### src/rtl/binary_threshold_ctrl.sv
// Per-frame threshold controller: accumulates gray statistics between VS edges, divides for
// the frame mean and issues the next frame's binarisation threshold (auto mean+offset or manual).
module binary_threshold_ctrl #(
    parameter int GRAY_W     = 8,
    parameter int CNT_W      = 22,
    parameter int THR_INIT   = 128,
    parameter int MIN_PIXELS = 1
) (
    input  logic              CLK,
    input  logic              RST,
    input  logic              VGA_VS,
    input  logic              GRAY_VALID,
    input  logic [GRAY_W-1:0] GRAY_IN,
    input  logic              BINARY_FLAG_IN,
    input  logic              MODE_AUTO,
    input  logic [GRAY_W-1:0] MANUAL_THRESHOLD,
    input  logic [GRAY_W:0]   OFFSET,
    output logic [GRAY_W-1:0] THRESHOLD_OUT,
    output logic              THRESHOLD_UPDATE,
    output logic [GRAY_W-1:0] MEAN_OUT,
    output logic [CNT_W-1:0]  WHITE_COUNT,
    output logic              BUSY,
    output logic              FRAME_DROP,
    output logic              OVERFLOW
);

    localparam int SUM_W = CNT_W + GRAY_W;
    localparam int IDX_W = (GRAY_W > 1) ? $clog2(GRAY_W) : 1;

    typedef enum logic [1:0] {S_WAIT, S_DIV, S_UPD} state_t;

    state_t             state;
    state_t             state_nxt;

    logic               vs_d;
    logic               armed;
    logic               vs_edge;
    logic               frame_edge;

    logic [SUM_W-1:0]   sum_acc;
    logic [CNT_W-1:0]   cnt_acc;
    logic [CNT_W-1:0]   white_acc;
    logic               bad_acc;
    logic               pix_take;
    logic               cnt_full;
    logic               white_full;
    logic               sat_hit;
    logic               frame_ok;

    logic [SUM_W-1:0]   rem;
    logic [CNT_W-1:0]   div_cnt;
    logic [GRAY_W-1:0]  quot;
    logic [IDX_W-1:0]   div_idx;
    logic [SUM_W-1:0]   div_shift;
    logic               div_ge;
    logic               auto_path;
    logic               pend;

    logic signed [GRAY_W+1:0] thr_sum;
    logic [GRAY_W-1:0]  thr_clamp;
    logic               upd_manual;
    logic               upd_auto;
    logic               upd_drop;

    assign vs_edge    = VGA_VS & ~vs_d;
    assign frame_edge = vs_edge & armed;
    assign pix_take   = armed & GRAY_VALID & ~vs_edge;
    assign cnt_full   = &cnt_acc;
    assign white_full = &white_acc;
    assign sat_hit    = pix_take & (cnt_full | (BINARY_FLAG_IN & white_full));
    assign frame_ok   = (cnt_acc >= CNT_W'(MIN_PIXELS)) & ~bad_acc;

    assign div_shift  = SUM_W'(div_cnt) << div_idx;
    assign div_ge     = (rem >= div_shift);

    // Mean plus signed offset, with two guard bits so both under- and overflow are visible
    assign thr_sum = $signed({2'b00, quot}) + $signed({OFFSET[GRAY_W], OFFSET});

    always_comb begin
        thr_clamp = thr_sum[GRAY_W-1:0];
        if (thr_sum[GRAY_W+1]) begin
            thr_clamp = '0;
        end else if (thr_sum[GRAY_W]) begin
            thr_clamp = '1;
        end
    end

    assign upd_manual = ~MODE_AUTO;
    assign upd_auto   = MODE_AUTO & auto_path;
    assign upd_drop   = (MODE_AUTO & ~auto_path) | pend | frame_edge;
    assign BUSY       = (state != S_WAIT);

    always_comb begin
        state_nxt = state;
        case (state)
            S_WAIT: begin
                if (frame_edge) begin
                    state_nxt = (MODE_AUTO && frame_ok) ? S_DIV : S_UPD;
                end
            end
            S_DIV: begin
                if (div_idx == '0) begin
                    state_nxt = S_UPD;
                end
            end
            S_UPD:   state_nxt = S_WAIT;
            default: state_nxt = S_WAIT;
        endcase
    end

    // A pixel valid on the edge cycle belongs to the frame that is just starting
    always_ff @(posedge CLK or posedge RST) begin
        if (RST) begin
            vs_d      <= 1'b0;
            armed     <= 1'b0;
            sum_acc   <= '0;
            cnt_acc   <= '0;
            white_acc <= '0;
            bad_acc   <= 1'b0;
            OVERFLOW  <= 1'b0;
        end else begin
            vs_d <= VGA_VS;
            if (vs_edge) begin
                armed     <= 1'b1;
                sum_acc   <= (GRAY_VALID && armed) ? SUM_W'(GRAY_IN) : '0;
                cnt_acc   <= (GRAY_VALID && armed) ? CNT_W'(1) : '0;
                white_acc <= (GRAY_VALID && armed && BINARY_FLAG_IN) ? CNT_W'(1) : '0;
                bad_acc   <= 1'b0;
            end else if (pix_take) begin
                if (!cnt_full) begin
                    cnt_acc <= cnt_acc + CNT_W'(1);
                    sum_acc <= sum_acc + SUM_W'(GRAY_IN);
                end
                if (BINARY_FLAG_IN && !white_full) begin
                    white_acc <= white_acc + CNT_W'(1);
                end
                if (sat_hit) begin
                    bad_acc  <= 1'b1;
                    OVERFLOW <= 1'b1;
                end
            end
        end
    end

    // Restoring divider shifts the quotient in MSB first; edges while busy only mark a drop
    always_ff @(posedge CLK or posedge RST) begin
        if (RST) begin
            state            <= S_WAIT;
            rem              <= '0;
            div_cnt          <= '0;
            quot             <= '0;
            div_idx          <= '0;
            auto_path        <= 1'b0;
            pend             <= 1'b0;
            THRESHOLD_OUT    <= GRAY_W'(THR_INIT);
            THRESHOLD_UPDATE <= 1'b0;
            MEAN_OUT         <= '0;
            WHITE_COUNT      <= '0;
            FRAME_DROP       <= 1'b0;
        end else begin
            state            <= state_nxt;
            THRESHOLD_UPDATE <= 1'b0;
            FRAME_DROP       <= 1'b0;
            case (state)
                S_WAIT: begin
                    if (frame_edge) begin
                        WHITE_COUNT <= white_acc;
                        rem         <= sum_acc;
                        div_cnt     <= cnt_acc;
                        quot        <= '0;
                        div_idx     <= IDX_W'(GRAY_W - 1);
                        auto_path   <= MODE_AUTO & frame_ok;
                        pend        <= 1'b0;
                    end
                end
                S_DIV: begin
                    if (div_ge) begin
                        rem <= rem - div_shift;
                    end
                    quot    <= {quot[GRAY_W-2:0], div_ge};
                    div_idx <= div_idx - IDX_W'(1);
                    if (frame_edge) begin
                        pend <= 1'b1;
                    end
                end
                S_UPD: begin
                    if (upd_manual) begin
                        THRESHOLD_OUT    <= MANUAL_THRESHOLD;
                        THRESHOLD_UPDATE <= 1'b1;
                    end else if (upd_auto) begin
                        THRESHOLD_OUT    <= thr_clamp;
                        MEAN_OUT         <= quot;
                        THRESHOLD_UPDATE <= 1'b1;
                    end
                    FRAME_DROP <= upd_drop;
                    pend       <= 1'b0;
                end
                default: ;
            endcase
        end
    end

endmodule

### config.mk
export PLATFORM = sky130hd
export DESIGN_NAME = binary_threshold_ctrl
export DESIGN_NICKNAME = d
export VERILOG_FILES = /design/src/rtl/binary_threshold_ctrl.sv
export SDC_FILE = /design/constraint.sdc
export NUM_CORES = 1
export LEC_CHECK = 0
export BUFFER_PORTS_ARGS = -buffer_cell sky130_fd_sc_hd__buf_4
export CELL_PAD_IN_SITES_DETAIL_PLACEMENT = 1
export CELL_PAD_IN_SITES_GLOBAL_PLACEMENT = 1
export CORE_ASPECT_RATIO = 1.1
export CORE_UTILIZATION = 30
export CTS_CLUSTER_DIAMETER = 80
export DETAILED_ROUTE_END_ITERATION = 10
export PLACE_DENSITY_LB_ADDON = 0.1
export SLEW_MARGIN = 20
export SYNTH_ARGS = -nofsm -noshare
export SYNTH_HDL_FRONTEND = slang
export SYNTH_SLANG_ARGS = --single-unit
### constraint.sdc
create_clock -name CLK -period 9.9 [get_ports CLK]
set_clock_uncertainty 0.1 [all_clocks]
set_input_delay 1.485 -clock CLK [delete_from_list [all_inputs] [get_ports CLK]]
set_output_delay 1.485 -clock CLK [all_outputs]
set_load 0.01 [all_outputs]
==> flow_summary_export.csv <==
group,metric,value,unit
die,fp.dieArea,38360,um^2
cts,path_clk_slew,70,ps
cts,holdBufCountCts,0,
sta,setup_viol,0,
logic_synthesis,syn_inst,1217,
sta,fin_crit_sh,49.85,%
hold_path,hp-class,"flip-flop to flip-flop",
setup_path,path_buf_inv,1,
sta,fin_crit,4936,ps
cts,cts_resized,0,
hold_path,min_from,"MEAN_OUT[0]",
placed_design,hpwlAfterDp,24140,um
detailed_routing,drt.antenna.violating_nets,0,
detailed_routing,wl_per_cell,18.79,um
finish,areaGrowthSynthToFinish,14.42,%
sta,tightest_slew,1114,ps
finish,diodes,0,
cts,clockRootBuffer,"clkbuf_16",
power_and_ir_drop,power.total,3.507,mW
setup_path,max_stage_delay,1080,ps
detailed_routing,routed_wl,33260,um
die,ios,73,
finish,stdcell_count,1770,
logic_synthesis,synth_warnings,0,
logic_synthesis,synth_nets,1302,
detailed_routing,viasPerCell,5.147,
cts,clock_sinks,185,
setup_path,required,10140,ps
finish,drive_gt1_share,15.52,%
grt,first_global_vias,9483,
logic_synthesis,synth.area.top_cells,"dfrtp_1 (41%), ha_1 (5.7%), mux2_2 (5.1%)",
sta,max_clock_freq,202.6,MHz
cts,cts.path.max_buffers,2,
finish,utilization,34.74,%
power_and_ir_drop,ir_drop,134.5,uV
logic_synthesis,synth_commonest_cells,"dfrtp_1 (184), nand2_1 (147), nor2_1 (141)",
placed_design,placed_cells,1737,
logic_synthesis,ys_seq_area_share,41.07,%
logic_synthesis,synth.distinct_cells,67,
setup_path,r2r-end,"rem[15]",
setup_path,worstRegToRegCells,12,
sta,worst_slack,4964,ps
die,initial_core_util,30.37,%
sta,finalHoldViolCount,0,
placed_design,gp_congestion,0.8203,
setup_path,worst_ep_arrival_time,5170,ps
detailed_routing,dr.pass1.iters,5,
finish,final-seq-area,4631,um^2
cts,h-tree-depth,4,
logic_synthesis,syn_area,11270,um^2
logic_synthesis,synth-edff-count,0,
cts,clock_latency,460,ps
hold_path,min_to,"MEAN_OUT[0]",
die,dieHeight,205.3,um
hold_path,holdPathStages,2,
logic_synthesis,synth.most_common_cell,"dfrtp_1",
finish,multiInputGateArea,6302,um^2
sta,rsz0062_at_grt,"no",
cts,cts_setup_buffers,0,
logic_synthesis,synth_seq_cells,185,
logic_synthesis,synth_area_per_cell,9.264,um^2
finish,final_nets,1348,
logic_synthesis,synth_top_area_share,40.84,%
setup_path,crit_path_max_fanout,50,
grt,grt.total_usage,18.12,%
setup_path,cp-start-kind,"flip-flop",
logic_synthesis,yosys.area.top_type,"dfrtp_1",
cts,cts_tree,"yes",
sta,fin_tns_setup,0,ps
power_and_ir_drop,cellPowerDensity,271.9,nW/um^2
detailed_routing,vias,9110,
setup_path,critPathKind,"flip-flop to flip-flop",
placed_design,io_buffer_count,72,
finish,nFillCells,4277,
grt,grt_overflow,0,
setup_path,path_delay_family,"compound AO/OA/AOI/OAI gates",
sta,slew_viol_final,0,
logic_synthesis,synth-main-ff-cell,"dfrtp_1",
setup_path,r2r-start,"div_idx[1]",
grt,grt_pass1_wl,54480,um
grt,antenna_found_initial,0,
run_status,status,"complete, no violations",
setup_path,ff2ff_setup_slack,4960,ps
grt,grt_max_degree,120,
logic_synthesis,async_flop_share,100.0,%
die,fp.dieW,186.8,um
power_and_ir_drop,leakagePower,5.836,nW
setup_path,worst_path_max_delay_cell,"dfrtp_1",
sta,relSlewSlack,25.74,%
die,core,37130,um^2
run,maxCapViolations,0,
setup_path,crit_top_cell,"mux2i_1",
cts,numCtsBuffers,17,
setup_path,crit_chain,"mux2i_1, mux2i_1, mux2i_1, ha_1, nand4_1, a211oi_1, a2111oi_4, o221ai_2, a21oi_2, o211ai_4, buf_4, mux2_4",
die,fp-row-count,74,
detailed_routing,drc,0,
placed_design,place_ws,4967,ps
detailed_routing,initialDrtViolationCount,395,
setup_path,cp-end-kind,"flip-flop",
==> layout make-up <==
type	instances	area share, %
flip-flops and latches	185	35.90
inverters	33	1.018
well taps	494	4.791
repair buffers	81	4.714
multi-input cells	945	48.86
clock buffers	17	3.298
clock inverters	15	1.426
==> where the power goes <==
part / internal [mW] / switching, mW / total (mW) / leakage (nW)
logic: 0.693 / 1.04 / 1.73 / 3.10
registers: 0.906 / 0.137 / 1.04 / 2.45
clock network: 0.383 / 0.348 / 0.732 / 0.291
total: 1.98 / 1.52 / 3.51 / 5.84
==> per-layer routing <==
metal	vias up	GRT usage, %	part of all wire (%)
met5	-	0	0
met1	4540	23.89	48
li1	4434	-	-
met4	0	5.181	1.4
met3	25	2.558	2.3
met2	111	30.89	48
==> worst register-to-register path, cell delays in order (launching register included) <==
cell,delay (ps)
dfrtp_1,1080
mux2i_1,270
mux2i_1,320
mux2i_1,150
ha_1,430
nand4_1,190
a211oi_1,360
a2111oi_4,150
o221ai_2,370
a21oi_2,170
o211ai_4,340
buf_4,520
mux2_4,370
==> stage by stage <==
step / hold slack (ps) / area (um^2)
CTS: 390.6 / 12890
detailed placement: 373.6 / 12280
floorplan: 330.7 / 11270
finish: 383.6 / 12900
global route: 419.6 / 12900
global placement: 364.2 / 12280
==> cell families after synthesis <==
| kind of cell | share of synthesized area, % |
|---|---|
| simple gates | 19.70 |
| xor+xnor | 6.059 |
| compound gates | 13.65 |
| flops | 41.07 |
| buf+inv | 3.218 |
| mux | 10.11 |
| fa+ha+maj | 6.192 |
==> state kept, by name (all words and copies together) (netlist names) <==
name / count
rem: 30
sum_acc: 30
WHITE_COUNT: 22
cnt_acc: 22
div_cnt: 22
white_acc: 22
MEAN_OUT: 8
THRESHOLD_OUT: 8
quot: 8
div_idx: 3
state: 2
FRAME_DROP: 1
OVERFLOW: 1
THRESHOLD_UPDATE: 1
armed: 1
auto_path: 1
bad_acc: 1
pend: 1
vs_d: 1
==> cells in the final DEF (no fill, tap or decap), types with 9 or more instances in the layout <==
cell and count:
or3_1 16, nand3_1 28, mux4_2 12, nand4_1 23, xor2_1 40, o21ai_1 12, nor2_1 141, ha_1 51
a31oi_1 32, a21oi_1 79, nand2_1 147, mux2i_1 28, dfrtp_1 184, and3_1 29, clkbuf_16 17, mux2_2 51
nand2b_1 11, xnor2_1 38, and2_1 10, a21o_1 10, nor3_1 18, nor2b_1 10, inv_1 31, nor4_1 9
buf_4 81, o21ai_0 56
==> how the worst max path moves through the flow <==
stage,to,cells past startpoint,start,slack [ps]
6_report,rem[15],12,div_idx[1],4960
4_1_cts,rem[15],12,div_idx[1],4940
5_1_grt,rem[15],12,div_idx[1],4580
3_3_place_gp,rem[15],12,div_idx[1],5100
3_5_place_dp,rem[15],12,div_idx[1],4970
2_1_floorplan,FRAME_DROP,1,RST,3290
Note: power is estimated with default switching activity, not from simulation.
